===== src/rtl/cronometro_bcd.sv =====
`default_nettype none
// ============================================================================
// Module   : cronometro_bcd
// Brief    : MM:SS BCD stopwatch driven by a 1 Hz tick, with start/pause and
//            clear buttons. Define CONTAGEM_REGRESSIVA_EN for load + countdown.
// Revision : 1.0 - initial release
// ============================================================================
module cronometro_bcd #(
  parameter int MINUTO_MAX    = 59,
  parameter int SINC_ESTAGIOS = 2
) (
  input  logic        clock,
  input  logic        resetN,
  input  logic        umSegundo,
  input  logic        iniciarPausar,
  input  logic        zerar,
`ifdef CONTAGEM_REGRESSIVA_EN
  input  logic        modoRegressivo,
  input  logic        carregar,
  input  logic [15:0] valorCarga,
  output logic        fimContagem,
`endif
  output logic [3:0]  unidadeSegundos,
  output logic [3:0]  dezenaSegundos,
  output logic [3:0]  unidadeMinuto,
  output logic [3:0]  dezenaMinuto,
  output logic        rodando,
  output logic        estouro
);

  localparam logic [3:0] c_maxDez = 4'(MINUTO_MAX / 10);
  localparam logic [3:0] c_maxUni = 4'(MINUTO_MAX % 10);

`ifdef CONTAGEM_REGRESSIVA_EN
  typedef enum logic [1:0] {PARADO = 2'd0, CONTANDO = 2'd1, FIM = 2'd2} estado_t;
`else
  typedef enum logic [0:0] {PARADO = 1'b0, CONTANDO = 1'b1} estado_t;
`endif

  estado_t                  r_estado;
  logic [SINC_ESTAGIOS-1:0] r_syncIni;
  logic [SINC_ESTAGIOS-1:0] r_syncZer;
  logic                     r_antIni;
  logic                     r_antZer;
  logic                     w_bordaIni;
  logic                     w_bordaZer;
  logic [3:0]               r_uS, r_dS, r_uM, r_dM;
  logic                     r_estouro;
  logic [3:0]               w_upUS, w_upDS, w_upUM, w_upDM;
  logic                     w_minMax;
  logic                     w_upWrap;

  always_ff @(posedge clock or negedge resetN) begin
    if (!resetN) begin
      r_syncIni <= '0;
      r_syncZer <= '0;
      r_antIni  <= 1'b0;
      r_antZer  <= 1'b0;
    end else begin
      r_syncIni[0] <= iniciarPausar;
      r_syncZer[0] <= zerar;
      for (int i = 1; i < SINC_ESTAGIOS; i++) begin
        r_syncIni[i] <= r_syncIni[i-1];
        r_syncZer[i] <= r_syncZer[i-1];
      end
      r_antIni <= r_syncIni[SINC_ESTAGIOS-1];
      r_antZer <= r_syncZer[SINC_ESTAGIOS-1];
    end
  end

  assign w_bordaIni = r_syncIni[SINC_ESTAGIOS-1] & ~r_antIni;
  assign w_bordaZer = r_syncZer[SINC_ESTAGIOS-1] & ~r_antZer;

  assign w_minMax = (r_dM == c_maxDez) && (r_uM == c_maxUni);
  assign w_upWrap = w_minMax && (r_dS == 4'd5) && (r_uS == 4'd9);

  always_comb begin
    w_upUS = r_uS + 4'd1;
    w_upDS = r_dS;
    w_upUM = r_uM;
    w_upDM = r_dM;
    if (r_uS == 4'd9) begin
      w_upUS = 4'd0;
      w_upDS = r_dS + 4'd1;
      if (r_dS == 4'd5) begin
        w_upDS = 4'd0;
        if (w_minMax) begin
          w_upUM = 4'd0;
          w_upDM = 4'd0;
        end else if (r_uM == 4'd9) begin
          w_upUM = 4'd0;
          w_upDM = r_dM + 4'd1;
        end else begin
          w_upUM = r_uM + 4'd1;
        end
      end
    end
  end

`ifdef CONTAGEM_REGRESSIVA_EN
  logic [3:0] w_dnUS, w_dnDS, w_dnUM, w_dnDM;
  logic [3:0] w_cUS, w_cDS, w_cUM, w_cDM;
  logic [6:0] w_cMin;
  logic       w_cMinOk;
  logic       w_zero;
  logic       w_dnFim;
  logic       w_vaiFim;
  logic       r_fim;

  always_comb begin
    w_dnUS = r_uS - 4'd1;
    w_dnDS = r_dS;
    w_dnUM = r_uM;
    w_dnDM = r_dM;
    if (r_uS == 4'd0) begin
      w_dnUS = 4'd9;
      w_dnDS = r_dS - 4'd1;
      if (r_dS == 4'd0) begin
        w_dnDS = 4'd5;
        if (r_uM == 4'd0) begin
          w_dnUM = 4'd9;
          w_dnDM = r_dM - 4'd1;
        end else begin
          w_dnUM = r_uM - 4'd1;
        end
      end
    end
  end

  assign w_zero  = ({r_dM, r_uM, r_dS, r_uS} == 16'h0000);
  // Reaching (or already sitting at) 00:00 while counting down ends the run.
  assign w_dnFim = (r_dM == 4'd0) && (r_uM == 4'd0) && (r_dS == 4'd0) && (r_uS <= 4'd1);
  assign w_vaiFim = (r_estado == CONTANDO) && umSegundo && modoRegressivo && w_dnFim;

  assign w_cUS    = (valorCarga[3:0]   > 4'd9) ? 4'd0 : valorCarga[3:0];
  assign w_cDS    = (valorCarga[7:4]   > 4'd5) ? 4'd0 : valorCarga[7:4];
  assign w_cUM    = (valorCarga[11:8]  > 4'd9) ? 4'd0 : valorCarga[11:8];
  assign w_cDM    = (valorCarga[15:12] > 4'd9) ? 4'd0 : valorCarga[15:12];
  assign w_cMin   = {3'd0, w_cDM} * 7'd10 + {3'd0, w_cUM};
  assign w_cMinOk = (w_cMin <= 7'(MINUTO_MAX));
  assign fimContagem = r_fim;
`endif

  always_ff @(posedge clock or negedge resetN) begin
    if (!resetN) begin
      r_estado  <= PARADO;
      r_uS      <= 4'd0;
      r_dS      <= 4'd0;
      r_uM      <= 4'd0;
      r_dM      <= 4'd0;
      r_estouro <= 1'b0;
`ifdef CONTAGEM_REGRESSIVA_EN
      r_fim     <= 1'b0;
`endif
    end else begin
      r_estouro <= 1'b0;
`ifdef CONTAGEM_REGRESSIVA_EN
      r_fim     <= 1'b0;
`endif
      if (w_bordaZer) begin
        r_uS     <= 4'd0;
        r_dS     <= 4'd0;
        r_uM     <= 4'd0;
        r_dM     <= 4'd0;
        r_estado <= PARADO;
      end else begin
        case (r_estado)
          CONTANDO: begin
            if (umSegundo) begin
`ifdef CONTAGEM_REGRESSIVA_EN
              if (modoRegressivo) begin
                if (w_dnFim) begin
                  {r_dM, r_uM, r_dS, r_uS} <= 16'h0000;
                  r_estado <= FIM;
                  r_fim    <= 1'b1;
                end else begin
                  {r_dM, r_uM, r_dS, r_uS} <= {w_dnDM, w_dnUM, w_dnDS, w_dnUS};
                end
              end else begin
                {r_dM, r_uM, r_dS, r_uS} <= {w_upDM, w_upUM, w_upDS, w_upUS};
                r_estouro <= w_upWrap;
              end
`else
              {r_dM, r_uM, r_dS, r_uS} <= {w_upDM, w_upUM, w_upDS, w_upUS};
              r_estouro <= w_upWrap;
`endif
            end
`ifdef CONTAGEM_REGRESSIVA_EN
            if (w_bordaIni && !w_vaiFim) r_estado <= PARADO;
`else
            if (w_bordaIni) r_estado <= PARADO;
`endif
          end
          PARADO: begin
`ifdef CONTAGEM_REGRESSIVA_EN
            if (carregar) begin
              {r_dM, r_uM} <= w_cMinOk ? {w_cDM, w_cUM} : 8'h00;
              {r_dS, r_uS} <= {w_cDS, w_cUS};
            end else if (w_bordaIni) begin
              if (modoRegressivo && w_zero) begin
                r_estado <= FIM;
                r_fim    <= 1'b1;
              end else begin
                r_estado <= CONTANDO;
              end
            end
`else
            if (w_bordaIni) r_estado <= CONTANDO;
`endif
          end
`ifdef CONTAGEM_REGRESSIVA_EN
          FIM: begin
            if (carregar) begin
              {r_dM, r_uM} <= w_cMinOk ? {w_cDM, w_cUM} : 8'h00;
              {r_dS, r_uS} <= {w_cDS, w_cUS};
              r_estado     <= PARADO;
            end
          end
`endif
          default: r_estado <= PARADO;
        endcase
      end
    end
  end

  assign unidadeSegundos = r_uS;
  assign dezenaSegundos  = r_dS;
  assign unidadeMinuto   = r_uM;
  assign dezenaMinuto    = r_dM;
  assign rodando         = (r_estado == CONTANDO);
  assign estouro         = r_estouro;

endmodule
`default_nettype wire


===== config.mk =====
export PLATFORM = sky130hd
export DESIGN_NAME = cronometro_bcd
export DESIGN_NICKNAME = d
export VERILOG_FILES = /design/src/rtl/cronometro_bcd.sv
export SDC_FILE = /design/constraint.sdc
export NUM_CORES = 1
export LEC_CHECK = 0
export BUFFER_PORTS_ARGS = -buffer_cell sky130_fd_sc_hd__buf_4
export CAP_MARGIN = 15
export CORE_UTILIZATION = 29
export DETAILED_ROUTE_END_ITERATION = 8
export PLACE_DENSITY_LB_ADDON = 0.12
export SETUP_SLACK_MARGIN = 0.2
export SLEW_MARGIN = 20
export SYNTH_ARGS = -nofsm -noshare
export SYNTH_HDL_FRONTEND = slang
export SYNTH_SLANG_ARGS = --single-unit

===== constraint.sdc =====
create_clock -name clock -period 1.4 [get_ports clock]
set_input_delay 0.35 -clock clock [delete_from_list [all_inputs] [get_ports clock]]
set_output_delay 0.35 -clock clock [all_outputs]
set_load 0.03 [all_outputs]

==> impl_metrics.csv, run 1 <==
group,metric,value,unit
place,post_dp_cell_area,1760,sq um
final_layout,ff_latch_area,612,sq um
clock_network,clk_pin_slew_worst_paths,100,ps
critical_path,critical_path_peak_fanout,3,
die,die_area,4820,sq um
critical_path,critPathMaxStageDelay,430,ps
final_layout,layout.cell_area.non_filler,2180,sq um
place,dpl.hpwl,2310,um
yosys,synth_top_area_share,45.6,%
place,finalWeightedCongestion,0.744,
hold_path,holdPathEnd,"r_syncIni[0]",
critical_path,critical_path.reg2reg.startpoint,"unidadeMinuto[1]",
clock_network,clock_tree_from_tritoncts,"done",
yosys,synth.top_cells.by_area,"dfrtp_1, ha_1, nand3b_4, or3_1, mux2i_1",
die,design.core.area,4350,sq um
die,rows,24,
pwr,power_per_cell_area,804,nW/um^2
yosys,synth.net_count,132,
hold_path,timing.hold.worst.class,"primary input to flop",
hold_path,hold_depth,1,
timing,fin_crit,1460,ps
timing,whs,176,ps
place,placement.io_buffers,22,
final_layout,antenna_cells,0,
timing,timing.setup.tns,-190,ps
timing,clock-skew-final,5.52,ps
final_layout,synthToLayoutAreaGrowth,65.7,%
yosys,postSynth.asyncResetShare,100,%
grt,grt_antenna_before_repair,0,
die,die_x,69.4,um
final_layout,fin_cells,238,
yosys,synth.cell_area,1320,sq um
drt,dr.pass1.iters,3,
critical_path,cp.required,1600,ps
critical_path,crit_path_cell_trace,"inv_2, ha_4, nand3b_4, nor4_4, buf_4, mux2i_1",
critical_path,crit_slowest_cell,"dfrtp_2",
yosys,yosysWarnings,0,
yosys,synth.ff_latch_count,24,
clock_network,ctsLongestPathBuffers,2,
yosys,yosys.area.top_type,"dfrtp_1",
hold_path,hp-start,"iniciarPausar",
clock_network,cts-buffers-inserted,3,
timing,post-route-period-util,104,%
grt,gr-total-overflow,0,
timing,setup_viol,6,
drt,finalWirelength,3400,um
grt,grt_pass1_vias,1187,
timing,maxClockFrequency,685,MHz
drt,drtAntennaViolNets,0,
grt,grt_pass1_wl,5670,um
critical_path,r2r_end,"dezenaMinuto[0]",
clock_network,clock_sink_count,24,
pwr,total_leakage_power,1.10,nW
grt,grt.total_usage,15.1,%
timing,maxSlewViolCount,0,
final_layout,layout.nets,200,
critical_path,cp.buffers_inverters,2,
yosys,ys_types,40,
yosys,synth_common_cells,"dfrtp_1, nand2_1, ha_1",
pwr,clock_network_fraction_of_design_power,36.1,%
timing,grt_setup_unrepaired,"true",
clock_network,cts-htree-levels,1,
die,start_util,30.3,%
yosys,ys.flop_type,"dfrtp_1",
yosys,number_of_enable_type_register_cells_in_the_synthesized_netlist,0,
critical_path,crit_path_start_kind,"flop",
drt,drc_errors,0,
yosys,number_of_instances_in_the_synthesized_netlist,119,
drt,routed_via_density,4.95,
clock_network,clk-insertion-delay-late,280,ps
die,die_h,69.4,um
final_layout,drive_above_1_share,58.6,%
pwr,switching_pwr,0.464,mW
yosys,dominant_cell_by_count_in_the_synthesized_netlist,"dfrtp_1",
outcome,status,"finished, violations left",
clock_network,cts_root_buffer,"clkbuf_8",
timing,final_hold_viol_count,0,
final_layout,utilization,50.1,%
drt,num_vias,1178,
pwr,power.switching_fraction,26.4,%
pwr,power.share.sequential,43.3,%
final_layout,multiInputGateArea,756,sq um
critical_path,worst-r2r-setup-slack,-60,ps
place,placedCellCount,211,
drt,drt_wl_cell,14.3,um
pwr,ir_worst_vdd,0.000529,V
timing,max_slew.worst_pin.slew,397,ps
critical_path,path_delay_family,"flip-flops",
pwr,combPwrFrac,20.7,%
timing,finalWorstSetupSlack,-59.8,ps
outcome,violations_in_the_final_reports,"setup timing",
pwr,total_power,1.76,mW
critical_path,critical_path.endpoint_type,"flop",
grt,grt_start_max_net_pins,25,
place,placement.setup.worst_slack,-48.4,ps
run,cap_violations,0,
drt,detailedRoute.firstIterationViolations,32,
yosys,avgSynthCellArea,11.1,sq um
critical_path,ff2ff_path_depth,6,
critical_path,worst-endpoint-arrival,1660,ps
critical_path,critPathKind,"flop to flop",
yosys,synth-seq-area-share,45.6,%
timing,slew_headroom,73.5,%
pwr,internal_power,1.29,mW
final_layout,fillCellCount,416,
die,top_level_ports,23,
[power groups by stage]
stage | logic (mW) | registers (mW) | clock network, mW
finish | 0.363 | 0.760 | 0.634
global route | 0.395 | 0.765 | 0.688
CTS | 0.318 | 0.758 | 0.652
detailed placement | 0.274 | 0.774 | 0
global placement | 0.272 | 0.773 | 0
floorplan | 0.101 | 0.822 | 0
[routing by layer]
metal / share of wire [%] / up-vias / routed length [um] / track usage [%]
met5: 0 / - / 0 / 0
met4: 1.6 / 0 / 56 / 5.67
met3: 2.4 / 5 / 83 / 2.91
met2: 52 / 19 / 1780 / 27.2
met1: 43 / 579 / 1470 / 17.6
li1: - / 575 / - / -
[worst register-to-register path, delay by kind of cell (launching register included)]
family / cells / cell delay [ps]
fa+ha+maj: 1 / 130
buf+inv: 2 / 250
flops: 1 / 430
mux: 1 / 170
simple gates: 2 / 410
[cells in the final DEF, fill, tap and decap left out, types with 3 or more instances in the layout]
master	synthesis	layout
buf_6	1	35
buf_4	1	32
dfrtp_1	24	15
nand2_1	10	10
dfrtp_2	0	9
or3_1	7	6
a21oi_1	7	5
inv_2	0	4
mux2i_1	4	4
nand4b_1	4	4
nand3_1	5	4
ha_4	0	4
ha_1	8	4
nor2b_1	3	3
nor2_1	3	3
nand3b_4	3	3
and3b_2	1	3
clkbuf_8	0	3
[sequential cells by signal, summed over array words and instances (netlist names)]
signal and flops:
dezenaMinuto 4, dezenaSegundos 4, unidadeMinuto 4, unidadeSegundos 4, r_syncIni 2, r_syncZer 2, estouro 1, r_antIni 1
r_antZer 1, rodando 1
[how the worst max path moves through the flow]
stage / from / endpoint / slack [ps] / cells after the start
floorplan: unidadeSegundos[1] / dezenaMinuto[1] / -250 / 5
global placement: unidadeSegundos[1] / dezenaMinuto[1] / -50 / 5
detailed placement: unidadeSegundos[1] / dezenaMinuto[1] / -50 / 5
CTS: unidadeSegundos[1] / dezenaMinuto[0] / -60 / 6
global route: unidadeMinuto[1] / dezenaMinuto[0] / -110 / 6
finish: unidadeMinuto[1] / dezenaMinuto[0] / -60 / 6
[what timing repair did]
action	in CTS	in global routing
gates resized for setup	38	13
hold endpoints to repair	24	0
setup buffers	16	6
hold buffers	1	0
endpoints found under the setup margin	34	35
pin swaps	5	4
[cells by family after synthesis]
family / count (synthesis) / share of synthesized area (%)
AOI/OAI and AO/OA: 19 / 9.78
xor gates and xnor gates: 1 / 0.665
adders and majority gates: 8 / 7.60
buffers and inverters: 10 / 3.99
DFF: 24 / 45.6
muxes: 5 / 4.18
and+or+nand+nor: 52 / 28.2
[cell type report]
class / instances / area share [%]
inverters: 4 / 0.688
well taps: 52 / 2.98
clock inverters: 1 / 1.38
repair buffers: 69 / 30.4
clock buffers: 3 / 1.89
flip-flops and latches: 24 / 28.0
multi-input cells: 85 / 34.6
No activity file was read; power rests on OpenSTA's default activity.
==> run 2: changes to the inputs <==
MAX_ROUTING_LAYER = met4   (was default)
==> impl_metrics.csv, run 2 (synthesis gave the netlist of run 1 again) <==
group,metric,value,unit
grt,grt_start_max_net_pins,25,
final_layout,synthToLayoutAreaGrowth,65.7,%
critical_path,critPathKind,"flop to flop",
drt,detailedRoute.firstIterationViolations,32,
grt,grt_antenna_before_repair,0,
critical_path,worst-endpoint-arrival,1660,ps
grt,grt_pass1_wl,5670,um
final_layout,drive_above_1_share,58.6,%
place,placement.setup.worst_slack,-48.4,ps
final_layout,mostFrequentLayoutCell,"buf_6",
die,start_util,30.3,%
final_layout,antenna_cells,0,
clock_network,cts-htree-levels,1,
clock_network,ctsLongestPathBuffers,2,
final_layout,layout_common_cells,"buf_6, buf_4, dfrtp_1",
clock_network,clk-insertion-delay-late,280,ps
timing,whs,176,ps
place,placement.io_buffers,22,
timing,maxSlewViolCount,0,
clock_network,clock_tree_from_tritoncts,"done",
pwr,ir_worst_vdd,0.000529,V
clock_network,clk_pin_slew_worst_paths,100,ps
critical_path,critical_path.endpoint_type,"flop",
run,cap_violations,0,
critical_path,critical_path_peak_fanout,3,
place,post_dp_cell_area,1760,sq um
die,top_level_ports,23,
die,design.core.area,4350,sq um
timing,finalWorstSetupSlack,-59.8,ps
grt,grt.total_usage,15.5,%
die,die_x,69.4,um
timing,fin_crit,1460,ps
timing,slew_headroom,73.5,%
outcome,status,"finished, violations left",
timing,post-route-period-util,104,%
die,die_area,4820,sq um
timing,grt_setup_unrepaired,"true",
drt,dr.pass1.iters,3,
grt,gr-total-overflow,0,
final_layout,fin_cells,238,
outcome,violations_in_the_final_reports,"setup timing",
place,placedCellCount,211,
die,die_h,69.4,um
drt,finalWirelength,3390,um
critical_path,cp.required,1600,ps
place,finalWeightedCongestion,0.754,
grt,grt_pass1_vias,1187,
drt,num_vias,1178,
final_layout,layout.nets,200,
final_layout,utilization,50.1,%
clock_network,clock_sink_count,24,
die,rows,24,
timing,clock-skew-final,5.46,ps
final_layout,layout.cell_area.non_filler,2180,sq um
drt,drc_errors,0,
critical_path,crit_path_start_kind,"flop",
timing,max_slew.worst_pin.slew,397,ps
pwr,total_leakage_power,1.10,nW
drt,drt_wl_cell,14.2,um
hold_path,timing.hold.worst.class,"primary input to flop",
drt,drtAntennaViolNets,0,
timing,final_hold_viol_count,0,
drt,routed_via_density,4.95,
timing,maxClockFrequency,685,MHz
clock_network,cts-buffers-inserted,3,
timing,setup_viol,6,
clock_network,cts_root_buffer,"clkbuf_8",
pwr,power_per_cell_area,804,nW/um^2
place,dpl.hpwl,2310,um
-- run 2: final cells by class --
| class | instances | area, sq um |
|---|---|---|
| Fill cell | 416 | 2170 |
| Multi-Input combinational cell | 85 | 756 |
| Tap cell | 52 | 65.1 |
| Inverter | 4 | 15.0 |
| Sequential cell | 24 | 612 |
| Clock buffer | 3 | 41.3 |
| Timing Repair Buffer | 69 | 664 |
| Clock inverter | 1 | 30.0 |
-- run 2: power by group --
group,total (mW),switching (mW),internal [mW],leakage [nW]
logic,0.362,0.180,0.182,0.762
clock network,0.634,0.251,0.383,0.0357
registers,0.760,0.0332,0.727,0.305
-- run 2: worst max-delay path, cell delays in order, from the launching register on --
cell and delay (ps):
dfrtp_2 430, inv_2 60, ha_4 130, nand3b_4 90, nor4_4 320, buf_4 180, mux2i_1 170
-- run 2: what timing repair did --
| item | CTS | global route |
|---|---|---|
| resized for setup | 38 | 13 |
| endpoints found under the setup margin | 34 | 35 |
| hold buffers | 1 | 0 |
| pin swaps | 5 | 4 |
| hold endpoints to repair | 24 | 0 |
| setup buffers | 16 | 6 |
-- run 2: routing by layer --
layer	track usage (%)	share of wire, %
met5	-	0
met4	5.67	1.7
met3	2.91	2.5
met2	27.2	53
met1	17.6	43
-- run 2: worst paths after layout --
kind	startpoint	end	slack (ps)	depth (start not counted)
max in group asynchronous	resetN	unidadeSegundos[1]	630	2
min in group asynchronous	resetN	unidadeMinuto[2]	510	2
min reg2reg	r_syncIni[0]	r_syncIni[1]	360	0
min	iniciarPausar	r_syncIni[0]	180	1
max	unidadeMinuto[1]	dezenaMinuto[0]	-60	6
max reg2reg	unidadeMinuto[1]	dezenaMinuto[0]	-60	6
-- run 2: per-stage QoR --
| stage | power [mW] | setup TNS, ps |
|---|---|---|
| 2_1_floorplan | 0.923 | -702 |
| 3_3_place_gp | 1.04 | -125 |
| 3_5_place_dp | 1.05 | -143 |
| 4_1_cts | 1.73 | -186 |
| 5_1_grt | 1.85 | -761 |
| 6_report | 1.76 | -190 |
==> run 3: changes to the inputs <==
CORE_MARGIN = 4   (was default)
CORE_UTILIZATION = 40   (was 29)
CTS_CLUSTER_DIAMETER = 30   (was default)
==> impl_metrics.csv, run 3 (synthesis gave the netlist of run 1 again) <==
group,metric,value,unit
outcome,status,"finished, violations left",
outcome,violations_in_the_final_reports,"setup timing",
die,top_level_ports,23,
grt,grt.total_usage,18.9,%
drt,num_vias,1241,
critical_path,cp.required,1660,ps
place,placement.io_buffers,22,
pwr,ir_worst_vdd,0.000596,V
critical_path,r2r_end,"unidadeSegundos[2]",
die,die_h,65.4,um
drt,drt_wl_cell,15.6,um
place,finalWeightedCongestion,0.825,
critical_path,cp-startpoint,"unidadeSegundos[0]",
drt,routed_via_density,5.19,
drt,topRoutingLayerUsed,"met4",
timing,fin_crit,1550,ps
critical_path,critical_path.endpoint_type,"flop",
critical_path,worst-r2r-setup-slack,-150,ps
pwr,power_per_cell_area,752,nW/um^2
critical_path,critPathKind,"flop to flop",
place,dpl.hpwl,2250,um
pwr,total_leakage_power,1.17,nW
drt,met1Wirelength,1630,um
grt,grt_pass1_vias,1292,
final_layout,synthToLayoutAreaGrowth,73.9,%
pwr,clock_network_fraction_of_design_power,30.4,%
critical_path,critical_path_peak_fanout,5,
die,die_area,4280,sq um
grt,grt_start_max_net_pins,25,
critical_path,crit_path_start_kind,"flop",
clock_network,clk-insertion-delay-late,330,ps
final_layout,layout.nets,209,
grt,gr-total-overflow,0,
final_layout,drive_above_1_share,65.1,%
drt,drtAntennaViolNets,0,
final_layout,antenna_cells,0,
timing,post-route-period-util,111,%
grt,grt_pass1_wl,6060,um
place,placement.setup.worst_slack,-116,ps
final_layout,layout_common_cells,"buf_4, buf_6, dfrtp_1",
timing,max_slew.worst_pin.slew,360,ps
pwr,power.share.sequential,43.6,%
timing,grt_setup_unrepaired,"true",
critical_path,ff2ff_path_depth,5,
clock_network,ctsLongestPathBuffers,2,
timing,finalWorstSetupSlack,-152,ps
drt,route.met3.wl,92,um
pwr,power.switching_fraction,27.9,%
pwr,switching_pwr,0.481,mW
timing,setup_viol,18,
pwr,combPwrFrac,26.0,%
critical_path,critical_path.reg2reg.startpoint,"unidadeSegundos[0]",
timing,clock-skew-final,7.65,ps
drt,dr_wl_met2,1950,um
timing,final_hold_viol_count,0,
clock_network,cts_root_buffer,"clkbuf_4",
timing,slew_headroom,76.0,%
clock_network,clock_sink_count,24,
grt,grt_antenna_before_repair,0,
clock_network,clock_tree_from_tritoncts,"done",
clock_network,cts-htree-levels,1,
die,design.core.area,3100,sq um
final_layout,fin_cells,239,
die,rows,20,
drt,detailedRoute.firstIterationViolations,76,
hold_path,timing.hold.worst.class,"primary input to flop",
drt,drc_errors,0,
final_layout,utilization,73.8,%
place,placedCellCount,204,
critical_path,worst-endpoint-arrival,1810,ps
drt,finalWirelength,3720,um
die,die_x,65.4,um
clock_network,cts-buffers-inserted,3,
timing,maxClockFrequency,645,MHz
timing,timing.setup.tns,-1280,ps
die,start_util,42.5,%
critical_path,timing.critical_path.to,"unidadeSegundos[2]",
run,cap_violations,0,
drt,dr.pass1.iters,4,
timing,maxSlewViolCount,0,
pwr,internal_power,1.24,mW
clock_network,clk_pin_slew_worst_paths,150,ps
run 3: changes by cell type in the layout (fill, tap and decap cells not counted), moves of 2 or more:
cell,change
a21oi_1,-4
a21oi_2,+4
buf_4,+6
buf_6,+3
clkbuf_4,+3
clkbuf_8,-3
o21ai_1,-2
run 3: final cells by class:
class                   instances  area [sq um]
clock buffers                   3          22.5
clock inverters                 1          30.0
fillers                       216           812
inverters                       4          15.0
multi-input cells              85           818
flip-flops and latches         24           612
well taps                      44          55.1
repair buffers                 78           738
run 3: timing repair:
action                                  4_1_cts  5_1_grt
hold buffers                                  1        0
pin swaps                                    14        8
gates resized for setup                      48       19
cloned                                        0        0
endpoints found under the setup margin       35       35
hold endpoints to repair                     24        0
setup buffers                                20       10
run 3: metal layers:
metal	track usage, %	vias up
met5	-	-
met4	6.22	0
met3	3.08	6
met2	32.4	22
met1	22.6	624
li1	-	589
run 3: worst min path at each step:
stage / start / endpoint / slack (ps) / cells after the start
3_5_place_dp: resetN / dezenaSegundos[2] / 270 / 1
2_1_floorplan: resetN / dezenaMinuto[0] / 50 / 0
4_1_cts: zerar / r_syncZer[0] / 110 / 1
3_3_place_gp: resetN / unidadeMinuto[2] / 270 / 1
5_1_grt: zerar / r_syncZer[0] / 90 / 1
6_report: zerar / r_syncZer[0] / 110 / 1
run 3: worst max-delay path, stage by stage (launching register included):
cell     delay (ps)
dfrtp_2         450
ha_4            180
buf_6           110
and3b_2         220
or3_4           390
a21oi_2         130
run 3: power by group through the flow:
stage / Clock (mW) / Combinational [mW] / Sequential (mW)
after floorplan: 0 / 0.101 / 0.822
after global placement: 0 / 0.291 / 0.763
after detailed placement: 0 / 0.300 / 0.764
after CTS: 0.527 / 0.392 / 0.751
after global routing: 0.556 / 0.480 / 0.753
final: 0.523 / 0.448 / 0.751
run 3: metrics by stage:
step | total power [mW] | cell area (sq um) | hold WS (ps)
finish | 1.72 | 2290 | 115
global route | 1.79 | 2290 | 94.9
CTS | 1.67 | 2130 | 109
detailed placement | 1.06 | 1740 | 270
global placement | 1.05 | 1740 | 269
floorplan | 0.923 | 1380 | 54.4
